## src/rtl/ring_router_buffered.sv

```systemverilog
// One node of a bidirectional NoC ring: cw, ccw and local PE ports, each input
// buffered by a DEPTH-entry FIFO, each output driven by a one-entry register fed
// through a 2-way round-robin arbiter.
module ring_router_buffered #(
    parameter int unsigned WIDTH   = 64,
    parameter int unsigned DEPTH   = 4,
    parameter int unsigned HOP_LSB = 48,
    parameter int unsigned HOP_W   = 8,
    parameter int unsigned DIR_BIT = 62
) (
    input  logic             clk,
    input  logic             reset,
    input  logic             cwsi,
    output logic             cwri,
    input  logic [WIDTH-1:0] cwdi,
    input  logic             ccwsi,
    output logic             ccwri,
    input  logic [WIDTH-1:0] ccwdi,
    input  logic             pesi,
    output logic             peri,
    input  logic [WIDTH-1:0] pedi,
    output logic             cwso,
    input  logic             cwro,
    output logic [WIDTH-1:0] cwdo,
    output logic             ccwso,
    input  logic             ccwro,
    output logic [WIDTH-1:0] ccwdo,
    output logic             peso,
    input  logic             pero,
    output logic [WIDTH-1:0] pedo
);
    localparam int unsigned PtrW = (DEPTH > 1) ? $clog2(DEPTH) : 1;
    localparam int unsigned CntW = PtrW + 1;
    localparam logic [CntW-1:0] Full = CntW'(DEPTH);

    // Inputs and outputs are both indexed 0 = cw, 1 = ccw, 2 = pe.
    logic [2:0]       in_v, in_r, push, pop, hv;
    logic [WIDTH-1:0] in_d [3];
    logic [WIDTH-1:0] head [3];
    logic [WIDTH-1:0] mem_q [3][DEPTH];
    logic [PtrW-1:0]  wptr_q [3];
    logic [PtrW-1:0]  rptr_q [3];
    logic [CntW-1:0]  cnt_q [3];
    logic [CntW-1:0]  cnt_d [3];

    // Per output: requester a is ring traffic, requester b is the other source.
    logic [2:0]       ro, req_a, req_b, gnt_a, gnt_b, ld;
    logic [WIDTH-1:0] dat_a [3];
    logic [WIDTH-1:0] dat_b [3];
    logic [2:0]       ov_q, ov_d, ptr_q, ptr_d;
    logic [WIDTH-1:0] od_q [3];
    logic [WIDTH-1:0] od_d [3];

    logic [HOP_W-1:0] hop_cw, hop_ccw;
    logic [WIDTH-1:0] fwd_cw, fwd_ccw;

    assign in_v    = {pesi, ccwsi, cwsi};
    assign in_d[0] = cwdi;
    assign in_d[1] = ccwdi;
    assign in_d[2] = pedi;
    assign ro      = {pero, ccwro, cwro};

    assign cwri  = in_r[0];
    assign ccwri = in_r[1];
    assign peri  = in_r[2];
    assign cwso  = ov_q[0];
    assign ccwso = ov_q[1];
    assign peso  = ov_q[2];
    assign cwdo  = od_q[0];
    assign ccwdo = od_q[1];
    assign pedo  = od_q[2];

    // FIFO status: ready is held low while reset is asserted.
    always_comb begin
        for (int i = 0; i < 3; i++) begin
            in_r[i] = reset && (cnt_q[i] != Full);
            push[i] = in_v[i] && in_r[i];
            hv[i]   = (cnt_q[i] != '0);
            head[i] = mem_q[i][rptr_q[i]];
        end
    end

    // FIFO occupancy next state; push+pop together leaves the count unchanged.
    always_comb begin
        for (int i = 0; i < 3; i++) begin
            cnt_d[i] = cnt_q[i];
            if (push[i] && !pop[i]) begin
                cnt_d[i] = cnt_q[i] + CntW'(1);
            end else if (!push[i] && pop[i]) begin
                cnt_d[i] = cnt_q[i] - CntW'(1);
            end
        end
    end

    // Route FIFO heads: ring flits continue with hop-1 or eject at hop 0.
    always_comb begin
        hop_cw  = head[0][HOP_LSB +: HOP_W];
        hop_ccw = head[1][HOP_LSB +: HOP_W];
        fwd_cw  = head[0];
        fwd_ccw = head[1];
        fwd_cw[HOP_LSB +: HOP_W]  = hop_cw - HOP_W'(1);
        fwd_ccw[HOP_LSB +: HOP_W] = hop_ccw - HOP_W'(1);
        req_a = {hv[0] && (hop_cw == '0), hv[1] && (hop_ccw != '0), hv[0] && (hop_cw != '0)};
        req_b = {hv[1] && (hop_ccw == '0), hv[2] && head[2][DIR_BIT], hv[2] && !head[2][DIR_BIT]};
        dat_a[0] = fwd_cw;
        dat_a[1] = fwd_ccw;
        dat_a[2] = head[0];
        dat_b[0] = head[2];
        dat_b[1] = head[2];
        dat_b[2] = head[1];
    end

    // Round-robin arbitration and output-register load; pointer 0 favours requester a.
    always_comb begin
        gnt_a = '0;
        gnt_b = '0;
        ld    = '0;
        ov_d  = ov_q;
        ptr_d = ptr_q;
        for (int o = 0; o < 3; o++) begin
            od_d[o]  = od_q[o];
            ld[o]    = !ov_q[o] || ro[o];
            gnt_a[o] = ld[o] && req_a[o] && (!req_b[o] || !ptr_q[o]);
            gnt_b[o] = ld[o] && req_b[o] && (!req_a[o] || ptr_q[o]);
            if (ld[o]) begin
                ov_d[o] = gnt_a[o] || gnt_b[o];
            end
            if (gnt_a[o]) begin
                od_d[o]  = dat_a[o];
                ptr_d[o] = 1'b1;
            end else if (gnt_b[o]) begin
                od_d[o]  = dat_b[o];
                ptr_d[o] = 1'b0;
            end
        end
        pop[0] = gnt_a[0] || gnt_a[2];
        pop[1] = gnt_a[1] || gnt_b[2];
        pop[2] = gnt_b[0] || gnt_b[1];
    end

    // FIFO storage; contents need no reset since occupancy gates their use.
    always_ff @(posedge clk) begin
        for (int i = 0; i < 3; i++) begin
            if (push[i]) begin
                mem_q[i][wptr_q[i]] <= in_d[i];
            end
        end
    end

    // FIFO pointers and counts.
    always_ff @(posedge clk or negedge reset) begin
        if (!reset) begin
            for (int i = 0; i < 3; i++) begin
                wptr_q[i] <= '0;
                rptr_q[i] <= '0;
                cnt_q[i]  <= '0;
            end
        end else begin
            for (int i = 0; i < 3; i++) begin
                cnt_q[i] <= cnt_d[i];
                if (push[i]) begin
                    wptr_q[i] <= wptr_q[i] + PtrW'(1);
                end
                if (pop[i]) begin
                    rptr_q[i] <= rptr_q[i] + PtrW'(1);
                end
            end
        end
    end

    // Output registers and arbiter pointers.
    always_ff @(posedge clk or negedge reset) begin
        if (!reset) begin
            ov_q  <= '0;
            ptr_q <= '0;
            for (int o = 0; o < 3; o++) begin
                od_q[o] <= '0;
            end
        end else begin
            ov_q  <= ov_d;
            ptr_q <= ptr_d;
            for (int o = 0; o < 3; o++) begin
                od_q[o] <= od_d[o];
            end
        end
    end

endmodule

```

## config.mk

```make
export PLATFORM = sky130hd
export DESIGN_NAME = ring_router_buffered
export DESIGN_NICKNAME = d
export VERILOG_FILES = /design/src/rtl/ring_router_buffered.sv
export SDC_FILE = /design/constraint.sdc
export NUM_CORES = 1
export LEC_CHECK = 0
export ABC_AREA = 1
export CELL_PAD_IN_SITES_DETAIL_PLACEMENT = 0
export CELL_PAD_IN_SITES_GLOBAL_PLACEMENT = 1
export CORE_UTILIZATION = 50
export CTS_CLUSTER_SIZE = 40
export DETAILED_ROUTE_END_ITERATION = 8
export PLACE_DENSITY = 0.95
export SYNTH_ARGS = -nofsm -noshare
export SYNTH_HDL_FRONTEND = slang
export SYNTH_SLANG_ARGS = --single-unit
```

## constraint.sdc

```tcl
create_clock -name clk -period 10.5 [get_ports clk]
set_input_delay 2.1 -clock clk [delete_from_list [all_inputs] [get_ports clk]]
set_output_delay 2.1 -clock clk [all_outputs]
set_load 0.005 [all_outputs]
```

### After elaboration in Yosys (flattened, before gate mapping)

Memories as Yosys holds them, arrays and structs flattened.
Index checks and enable logic that the tools add are counted.

| storage, ports and cells | value |
|---|---|
| register bits after elaboration | 219 |
| bits in writable memories | 768 |
| memories | 1 |
| output and inout port bits | 198 |
| input bits | 200 |
| word-level logic and storage cells | 170 |

| operators by class | value |
|---|---|
| add/sub/neg operators | 14 |
| eq/ne operators | 3 |
| order comparisons | 9 |
| multiplexer cells | 39 |
| bitwise operators | 6 |
| reductions and logical operators | 80 |

Memory list:

| name | words | bits a word | read ports | clocked after Yosys merged registers in | write ports | line | text |
|---|---|---|---|---|---|---|---|
| mem_q | 3 | 256 | 3 | 0 | 3 | 40 | `logic [WIDTH-1:0] mem_q [3][DEPTH];` |

Operator list:

| operator | number |
|---|---|
| $mux 64 | 15 |
| $mux 256 | 3 |
| $bmux 64 s2 | 3 |
| $demux 64 s2 | 3 |
| $logic_and 1x1->1 | 33 |
| $logic_not 1->1 | 19 |
| $ge 3x3->1 const B | 6 |
| $mux 3 | 6 |
| $not 2->3 | 6 |
| $logic_not 8->1 | 2 |
| $reduce_bool 8->1 | 2 |
| $sub 8x1->8 const B | 2 |
| $logic_or 1x1->1 | 15 |
| $add 2x1->2 const B | 6 |
| $reduce_bool 2->1 | 6 |
| $add 3x1->3 const B | 3 |
| $lt 3x1->1 const B | 3 |
| $mux 1 | 9 |
| $ne 3x3->1 const B | 3 |
| $reduce_bool 3->1 | 3 |
| $sub 3x1->3 const B | 3 |

### Depth between registers and ports, before layout

Gate-level depths: netlist of the first run.

| logic depth | value |
|---|---|
| depth in word-level cells | 13 |
| mapped depth | 23 |
| depth with buffers taken out | 20 |

### Worst setup path before layout of the first run

OpenSTA, ideal clock, no wires.

| timing path | value |
|---|---|
| path kind | input-to-reg |
| start point | input port reset |
| end point | memory mem_q[0][0] (netlist name) (enable) |
| library setup time | 0.487 ns |
| slack | 4.792 ns |
| stages | 4 |
| required time | 10.013 ns |
| buffers on the path | 0 |
| data arrival time | 5.222 ns |
| cell sequence | inv_1 > a31oi_1 > nand2_1 > nor2_1 |

RTL lines:

| element | line | text |
|---|---|---|
| start, declared | 12 | `input logic reset,` |
| end, declared | 40 |  |

### Worst setup path in the final report of the first run

| timing path | value |
|---|---|
| start point | input port reset |
| end point | output port ccwri |

| on the way | value |
|---|---|
| cells in the longest elaborated chain, start to end | 1 |

Ends and longest elaborated chain:

| element | line | text |
|---|---|---|
| $logic_and 1x1->1 | 76 | `in_r[i] = reset && (cnt_q[i] != Full);` |
| end, declared | 17 | `output logic ccwri,` |

No other way between the ends.

==> results_dict.tcl, run 1 <==
set metrics [dict create \
    cpPeakStageDelay_ns 0.60 \
    layout_common_cells "nand2_1 (1220), edfxtp_1 (768), clkdlybuf4s50_1 (396)" \
    cts-root-buf "clkbuf_16" \
    clock_path_buffers 3 \
    grt_pass1_wl_um 169000 \
    critPathKind "in2out" \
    drt_iter0_markers 3204 \
    leakage_nw 18.3 \
    fin_crit_ns 5.97 \
    synth_area_leaders "edfxtp_1 (58%), dfrtp_1 (14%), nand2_1 (12%), a32o_1 (4.3%), nand3_1 (2.9%)" \
    end_kind "output port" \
    postSynth.asyncResetShare 0.222 \
    std_cell_rows 103 \
    crit_buf_inv 3 \
    via_per_inst 5.70 \
    firstDrtPassIters 8 \
    synth_edf_count 768 \
    route.detailed.wl_per_inst_um 24.1 \
    layout-drive-gt1-share 0.0599 \
    critical-path-slowest-cell "clkdlybuf4s50_1" \
    synthCells 3368 \
    tns_ns 0 \
    setup_slack_ns 4.53 \
    worstPathMaxFanout 60 \
    clkTransAtPathRegs_ns 0.06 \
    syn_area_per_cell_sq_um 11.8 \
    ant_nets 0 \
    peakVddDrop_mv 0.170 \
    slew_headroom 0.222 \
    hold_viol_final 0 \
    gp_congestion 0.904 \
    yosysWarnings 0 \
    clk_latency_ns 0.65 \
    cts.sinks 987 \
    synth_top_area_frac 0.580 \
    drc_errors 0 \
    dieArea_sq_um 80700 \
    n_fill_cell 6004 \
    ctsHtreeMaxLevel 3 \
    core_area_sq_um 78900 \
    mostFrequentLayoutCell "nand2_1" \
    clock_skew_ns 0.0169 \
    port_buffers 397 \
    setup-violations-final 0 \
    grt_max_degree 107 \
    drt-total-wl_um 117000 \
    multi_input_area_sq_um 10100 \
    die_h_um 284 \
    outcome "finished, final reports clean" \
    final_nets 3916 \
    cts_tree "done" \
    worstPathRequired_ns 8.40 \
    syn_area_sq_um 39800 \
    synth_nets 3588 \
    worst_pin_slew_ns 1.17 \
    antenna_found_initial 30 \
    slew_viol_final 0 \
    critPathTopFamily "buffers and inverters" \
    rsz0062_at_grt "false" \
    power_density_nw_per_um2 306 \
    cts-resized-gates 0 \
    yosysUniqueCellTypes 35 \
    min_path_type "reg2reg" \
    area_growth_pct 20.0 \
    pin_count 398 \
    crit_chain "buf_8 > inv_1 > a31oi_1 > clkdlybuf4s50_1" \
    start_util 0.504 \
    numCtsBuffers 93 \
    synth_seq_cells 987 \
    grt_pass1_vias 26069 \
    dp_worst_setup_slack_ns 4.50 \
    seq_area_sq_um 28600 \
    fmax_mhz 167 \
    fin_crit_sh 0.569 \
    num_vias 27607 \
    dieWidth_um 284 \
    drv_cap 0 \
    synth_top_cell_by_area "edfxtp_1" \
    grt_usage 0.285 \
    dpl.hpwl_um 76500 \
    startpoint_type "input pin" \
    cts.hold.buffers_added 0 \
    final_core_util 0.605 \
    synth-main-ff-cell "edfxtp_1" \
    grt_overflow 0 \
    synth_seq_area_share 0.717 \
    arrival_ns 3.87 \
    cts_setup_buffers 0 \
]
[logic make-up after synthesis]
kind of cell / after synthesis / synth area share
and+or+nand+nor: 1687 / 0.170
DFF: 987 / 0.717
AOI/OAI and AO/OA: 376 / 0.0693
buffers and inverters: 280 / 0.0329
adders and majority gates: 20 / 0.00686
xor gates and xnor gates: 18 / 0.00396
[tightest hold or removal path, stage by stage (launching register included)]
cell and delay [ns]:
dfrtp_1 0.34, nand2_1 0.06, nand2_1 0.05
[metal layers]
metal	share of wire	global-route usage
met5	0.0016	0
met4	0.063	0.168
met3	0.11	0.0909
met2	0.45	0.427
met1	0.37	0.367
[state kept, by name, indices dropped and copies added (netlist names)]
| register | cells |
|---|---|
| ccwdo | 64 |
| cnt_q | 9 |
| cwdo | 64 |
| mem_q | 768 |
| ov_q | 3 |
| pedo | 64 |
| ptr_q | 3 |
| rptr_q | 6 |
| wptr_q | 6 |
[final cells by class]
type / instances / area share
Antenna cell: 18 / 0.000943
Clock buffer: 123 / 0.0544
Clock inverter: 50 / 0.0128
Inverter: 80 / 0.00663
Multi-Input combinational cell: 2101 / 0.211
Sequential cell: 987 / 0.598
Tap cell: 1050 / 0.0275
Timing Repair Buffer: 433 / 0.0890
[report_power, final]
group | total, W | switching [W] | leakage, nW | internal (W)
clock | 0.00352 | 0.00145 | 1.57 | 0.00206
sequential | 0.00553 | 0.000555 | 9.64 | 0.00497
combinational | 0.00557 | 0.00364 | 7.08 | 0.00193
[per-stage QoR]
| step | instance area [sq um] | total power (W) | instances | hold slack [ns] |
|---|---|---|---|---|
| 6_report | 47700 | 0.0146 | 4842 | 0.472 |
| 5_1_grt | 47700 | 0.0153 | 4833 | 0.494 |
| 3_5_place_dp | 44500 | 0.0110 | 4651 | 0.461 |
| 3_3_place_gp | 44500 | 0.0109 | 4651 | 0.457 |
| 4_1_cts | 47700 | 0.0146 | 4824 | 0.475 |
| 2_1_floorplan | 39800 | 0.00864 | 3368 | 0.465 |
[synth_stat cells (3+ instances only)]
cell type     n
inv_2         5
nand2_1    1220
a32oi_1       5
nand2_2       8
nor2_4        5
dfrtp_1     219
nand3_2       3
fa_1          3
nor2_1      207
edfxtp_1    768
a21oi_1     182
o21ai_0      12
xnor2_1       4
a32o_1      169
buf_1        11
nand4_1       3
clkbuf_1     95
ha_1         17
a31oi_1       3
buf_4        15
buf_2        63
xor2_1       14
nand3_1     233
buf_6        16
inv_1        74
[worst paths after layout]
check	slack, ns	depth (start not counted)	to	startpoint
setup / recovery	4.53	4	ccwri	reset
setup reg to reg	5.04	17	cwdo[36]	rptr_q[4]
hold / removal	0.47	2	cwdo[29]	cwdo[29]
min in group asynchronous	1.35	1	pedo[29]	reset
hold reg to reg	0.47	2	cwdo[29]	cwdo[29]
max in group asynchronous	7.33	3	cwdo[6]	reset
(Power assumes the default switching activity.)
==> inputs of run 2 (changes only) <==
Settings changed: CORE_UTILIZATION 50 to 42, PLACE_DENSITY 0.95 to 0.87.
Clock period 10.5 ns to 5.1 ns, I/O delays scaled along.
==> run 2 against run 1 <==
  * Combinational power is 110% higher
  * Global-route usage is 3.7 points lower
  * Power is 110% higher
  * Sequential power is 100% higher
  * Count of clock-buffer cells in the layout is 14 higher
  * Critical path type is now reg2reg
  * Critical endpoint is now cnt_q[2]
  * Highest routed layer unchanged
==> results_dict.tcl, run 2 (synthesized netlist as in run 1, its figures left out) <==
set metrics [dict create \
    fin_crit_sh 0.800 \
    std_cell_rows 112 \
    multi_input_area_sq_um 10100 \
    drt-total-wl_um 120000 \
    cts_setup_buffers 0 \
    clk_latency_ns 0.69 \
    fmax_mhz 245 \
    mostFrequentLayoutCell "nand2_1" \
    dieArea_sq_um 96000 \
    final_nets 3937 \
    cts.sinks 987 \
    antenna_found_initial 23 \
    cpPeakStageDelay_ns 0.66 \
    largest_reg_flops 768 \
    setup-violations-final 0 \
    start_util 0.425 \
    grt_pass1_vias 25467 \
    ctsHtreeMaxLevel 3 \
    drt_iter0_markers 3060 \
    via_per_inst 5.40 \
    rsz0062_at_grt "false" \
    route.detailed.wl_per_inst_um 23.7 \
    tns_ns 0 \
    dp_worst_setup_slack_ns 1.04 \
    leakage_nw 18.5 \
    critical-path-slowest-cell "dfrtp_4" \
    cts-resized-gates 0 \
    num_vias 27385 \
    min_path_type "in2async" \
    crit_chain "inv_4 > buf_4 > nand2_1 > nand3_1 > nand2_1 > inv_1 > nor2_4 > nand2_2 > nand3_2 > nand2_2 > nand2_1 > inv_1 > ha_1 > inv_1 > fa_1 > a21oi_1 > o21ai_0 > xor2_1" \
    arrival_ns 4.63 \
    die_h_um 310 \
    clock_skew_ns 0.0477 \
    slew_headroom 0.363 \
    r2r_end "cnt_q[2]" \
    startpoint_type "register" \
    power_density_nw_per_um2 634 \
    worst_pin_slew_ns 0.955 \
    worstPathRequired_ns 5.65 \
    dpl.hpwl_um 81800 \
    outcome "finished, final reports clean" \
    area_growth_pct 21.8 \
    cts.hold.buffers_added 0 \
    grt_usage 0.248 \
    fin_crit_ns 4.08 \
    numCtsBuffers 100 \
    n_fill_cell 8019 \
    hold_viol_final 0 \
    reg2reg_slack_ns 1.02 \
    core_area_sq_um 93600 \
    clock_path_buffers 3 \
    drc_errors 0 \
    ant_nets 0 \
    reg2reg_depth 18 \
    layout-drive-gt1-share 0.0655 \
    seq_area_sq_um 28600 \
    dieWidth_um 310 \
    setup_slack_ns 1.02 \
    grt_overflow 0 \
    critPathKind "reg2reg" \
    totalPowerFinal_w 0.0307 \
    pin_count 398 \
    clkTransAtPathRegs_ns 0.06 \
    drv_cap 0 \
    r2r-start "rptr_q[4]" \
    gp_congestion 0.897 \
    end_kind "register" \
    grt_max_degree 84 \
    firstDrtPassIters 5 \
    slew_viol_final 0 \
    port_buffers 397 \
    cts_tree "done" \
    layout_common_cells "nand2_1 (1220), edfxtp_1 (768), clkdlybuf4s50_1 (396)" \
    cts-root-buf "clkbuf_16" \
    peakVddDrop_mv 0.356 \
    worstPathMaxFanout 42 \
    grt_pass1_wl_um 171000 \
]
-- run 2: layout make-up --
type	instances	share of cell area
diodes	10	0.000516
clock buffers	137	0.0577
clock inverters	52	0.0126
inverters	80	0.00653
multi-input cells	2101	0.208
flip-flops and latches	987	0.589
well taps	1254	0.0324
repair buffers	447	0.0932
-- run 2: worst max path at each step --
stage	start	end	slack, ns	cells past startpoint
after floorplan	reset	mem_q[0][256]	0.47	4
after CTS	rptr_q[4]	cnt_q[2]	1.02	18
final	rptr_q[4]	cnt_q[2]	1.02	18
after global placement	rptr_q[4]	cnt_q[2]	1.04	18
after global routing	rptr_q[4]	cnt_q[2]	0.67	18
after detailed placement	rptr_q[4]	cnt_q[2]	1.04	18
-- run 2: metal layers --
layer,track usage,vias up,part of all wire
li1,-,12479,-
met1,0.336,13404,0.40
met3,0.0592,221,0.096
met4,0.147,24,0.063
met5,0,-,0.0012
met2,0.364,1257,0.44
-- run 2: worst max-delay path, delay by kind of cell (launching register included) --
kind	cells	cell delay [ns]
AO/OA/AOI/OAI	2	0.25
adder cells (fa/ha/maj)	2	0.50
flip-flops	1	0.66
XOR/XNOR	1	0.15
AND/OR/NAND/NOR	8	1.32
buffers and inverters	5	1.07
-- run 2: metrics by stage --
stage	area, sq um	utilization	hold WS [ns]	cells
global placement	45000	0.481	0.456	4869
CTS	48400	0.517	0.197	5058
global route	48400	0.517	0.215	5063
finish	48500	0.518	0.213	5068
floorplan	39800	-	0.465	3368
detailed placement	45000	0.481	0.459	4869
-- run 2: where the power goes --
group	total [W]	switching [W]	internal [W]
logic	0.0119	0.00786	0.00406
clock network	0.00753	0.00307	0.00446
registers	0.0113	0.00103	0.0102
==> inputs of run 3 (changes only) <==
Clock period 5.1 ns to 3.6 ns, I/O delays scaled along.
==> run 3 against run 2 <==
  * Die area stayed put
  * Count of clock-buffer cells in the layout stayed put
  * Global-route usage is 0.15 points higher
  * Power is 41% higher
  * Clock skew is 0.013 ns lower
  * Via count is 0.19% higher
  * Utilization is 0.21 points higher
  * Maximum frequency is 24% higher
  * Non-clock buffer count is 25 higher
  * Largest power group unchanged
==> results_dict.tcl, run 3 (synthesized netlist as in run 1, its figures left out) <==
set metrics [dict create \
    tns_ns 0 \
    arrival_ns 3.85 \
    multi_input_area_sq_um 10100 \
    clock_path_buffers 3 \
    dieArea_sq_um 96000 \
    clock_skew_ns 0.0351 \
    drt-total-wl_um 121000 \
    grt_pass1_vias 25490 \
    fmax_mhz 304 \
    core_area_sq_um 93600 \
    rsz0062_at_grt "false" \
    slew_headroom 0.241 \
    mostFrequentLayoutCell "nand2_1" \
    fin_crit_ns 3.29 \
    antenna_found_initial 24 \
    fin_cells 5100 \
    crit_buf_inv 4 \
    r2r_end "cnt_q[5]" \
    drc_errors 0 \
    layout-drive-gt1-share 0.0713 \
    dieWidth_um 310 \
    grt_pass1_wl_um 172000 \
    gp_congestion 0.894 \
    power_density_nw_per_um2 893 \
    num_vias 27436 \
    layout_common_cells "nand2_1 (1220), edfxtp_1 (768), clkdlybuf4s50_1 (396)" \
    cpPeakStageDelay_ns 0.56 \
    clkTransAtPathRegs_ns 0.06 \
    leakage_nw 18.6 \
    critical-path-slowest-cell "dfrtp_1" \
    worst_pin_slew_ns 1.14 \
    largest_reg_flops 768 \
    n_fill_cell 7906 \
    reg2reg_depth 16 \
    grt_usage 0.250 \
    seq_area_sq_um 28600 \
    drv_cap 0 \
    worstPathRequired_ns 4.16 \
    cts.sinks 987 \
    grt_max_degree 122 \
    start_util 0.425 \
    cts-root-buf "clkbuf_16" \
    cts_tree "done" \
    end_kind "register" \
    ctsHtreeMaxLevel 3 \
    peakVddDrop_mv 0.502 \
    final_nets 3961 \
    port_buffers 397 \
    worstPathMaxFanout 18 \
    crit_chain "inv_4 > buf_4 > nand3_1 > nand2_1 > nand2_1 > nor2_2 > nand3_2 > o21ai_1 > nand2_1 > inv_1 > ha_1 > inv_1 > fa_1 > a21oi_1 > o21ai_0 > xor2_1" \
    fin_crit_sh 0.913 \
    ant_nets 0 \
    dp_cells 4893 \
    area_growth_pct 22.3 \
    outcome "finished, final reports clean" \
    dpl.hpwl_um 82700 \
    drt_iter0_markers 2939 \
    firstDrtPassIters 8 \
    die_h_um 310 \
    slew_viol_final 0 \
    std_cell_rows 112 \
    cts.hold.buffers_added 0 \
    setup-violations-final 0 \
    startpoint_type "register" \
    reg2reg_slack_ns 0.31 \
    clk_latency_ns 0.69 \
    critPathTopFamily "simple AND/OR/NAND/NOR gates" \
    pin_count 398 \
    grt_overflow 0 \
    min_path_type "in2async" \
    path_common_cell "nand2_1" \
    via_per_inst 5.38 \
    r2r-start "rptr_q[5]" \
    route.detailed.wl_per_inst_um 23.8 \
    hold_viol_final 0 \
    numCtsBuffers 99 \
    critPathKind "reg2reg" \
]
## run 3: cell count changes in the layout (fill, tap and decap cells not counted), moves of 2 or more
cell / before / now
buf_4: 37 / 52
buf_12: 13 / 23
diode_2: 10 / 18
bufinv_16: 12 / 7
clkinv_2: 15 / 19
clkbuf_8: 7 / 10
clkbuf_1: 26 / 24
clkinv_1: 12 / 14
inv_6: 4 / 2
## run 3: stage by stage
step | util | hold slack [ns] | total power [W] | setup slack [ns] | area [sq um]
final | 0.520 | 0.222 | 0.0434 | 0.314 | 48700
after global routing | 0.520 | 0.262 | 0.0455 | 0.0157 | 48600
after CTS | 0.519 | 0.236 | 0.0434 | 0.225 | 48600
after detailed placement | 0.484 | 0.458 | 0.0331 | 0.245 | 45300
after global placement | 0.484 | 0.457 | 0.0328 | 0.299 | 45300
after floorplan | - | 0.424 | 0.0252 | -0.728 | 39800
## run 3: where the power goes
group | total, W | leakage (nW) | internal, W | switching, W
combinational | 0.0173 | 7.36 | 0.00601 | 0.0113
clock | 0.0103 | 1.60 | 0.00596 | 0.00434
sequential | 0.0158 | 9.64 | 0.0145 | 0.00128
## run 3: worst max path at each step
stage	to	slack [ns]	depth (start not counted)	from
detailed placement	cnt_q[5]	0.25	17	rptr_q[4]
CTS	cnt_q[5]	0.22	17	rptr_q[4]
floorplan	mem_q[0][256]	-0.73	4	reset
global placement	cnt_q[5]	0.30	19	rptr_q[4]
finish	cnt_q[5]	0.31	16	rptr_q[5]
global route	cnt_q[5]	0.02	17	rptr_q[4]
## run 3: final cells by class
type,instances,share of cell area
repair buffers,472,0.0993
diodes,18,0.000926
well taps,1254,0.0322
multi-input cells,2101,0.207
inverters,80,0.00651
clock inverters,51,0.00959
clock buffers,137,0.0577
flip-flops and latches,987,0.587
## run 3: what timing repair did
action / in CTS / in global routing
endpoints found under the setup margin: 0 / 1
setup buffers: 0 / 1
gates resized for setup: 0 / 1
## run 3: routing by layer
| layer | wire, um | track usage | up-vias |
|---|---|---|---|
| met2 | 54100 | 0.373 | 1231 |
| met5 | 101 | 0 | - |
| met4 | 7150 | 0.143 | 16 |
| met3 | 11100 | 0.0549 | 215 |
| li1 | - | - | 12524 |
| met1 | 48900 | 0.336 | 13450 |
## run 3: worst reg2reg max path, delay by kind of cell (launching register included)
family                   cells  cell delay [ns]
AND/OR/NAND/NOR              6             0.86
adder cells (fa/ha/maj)      2             0.51
XOR/XNOR                     1             0.15
buffers and inverters        4             0.60
flip-flops                   1             0.56
AO/OA/AOI/OAI                3             0.50
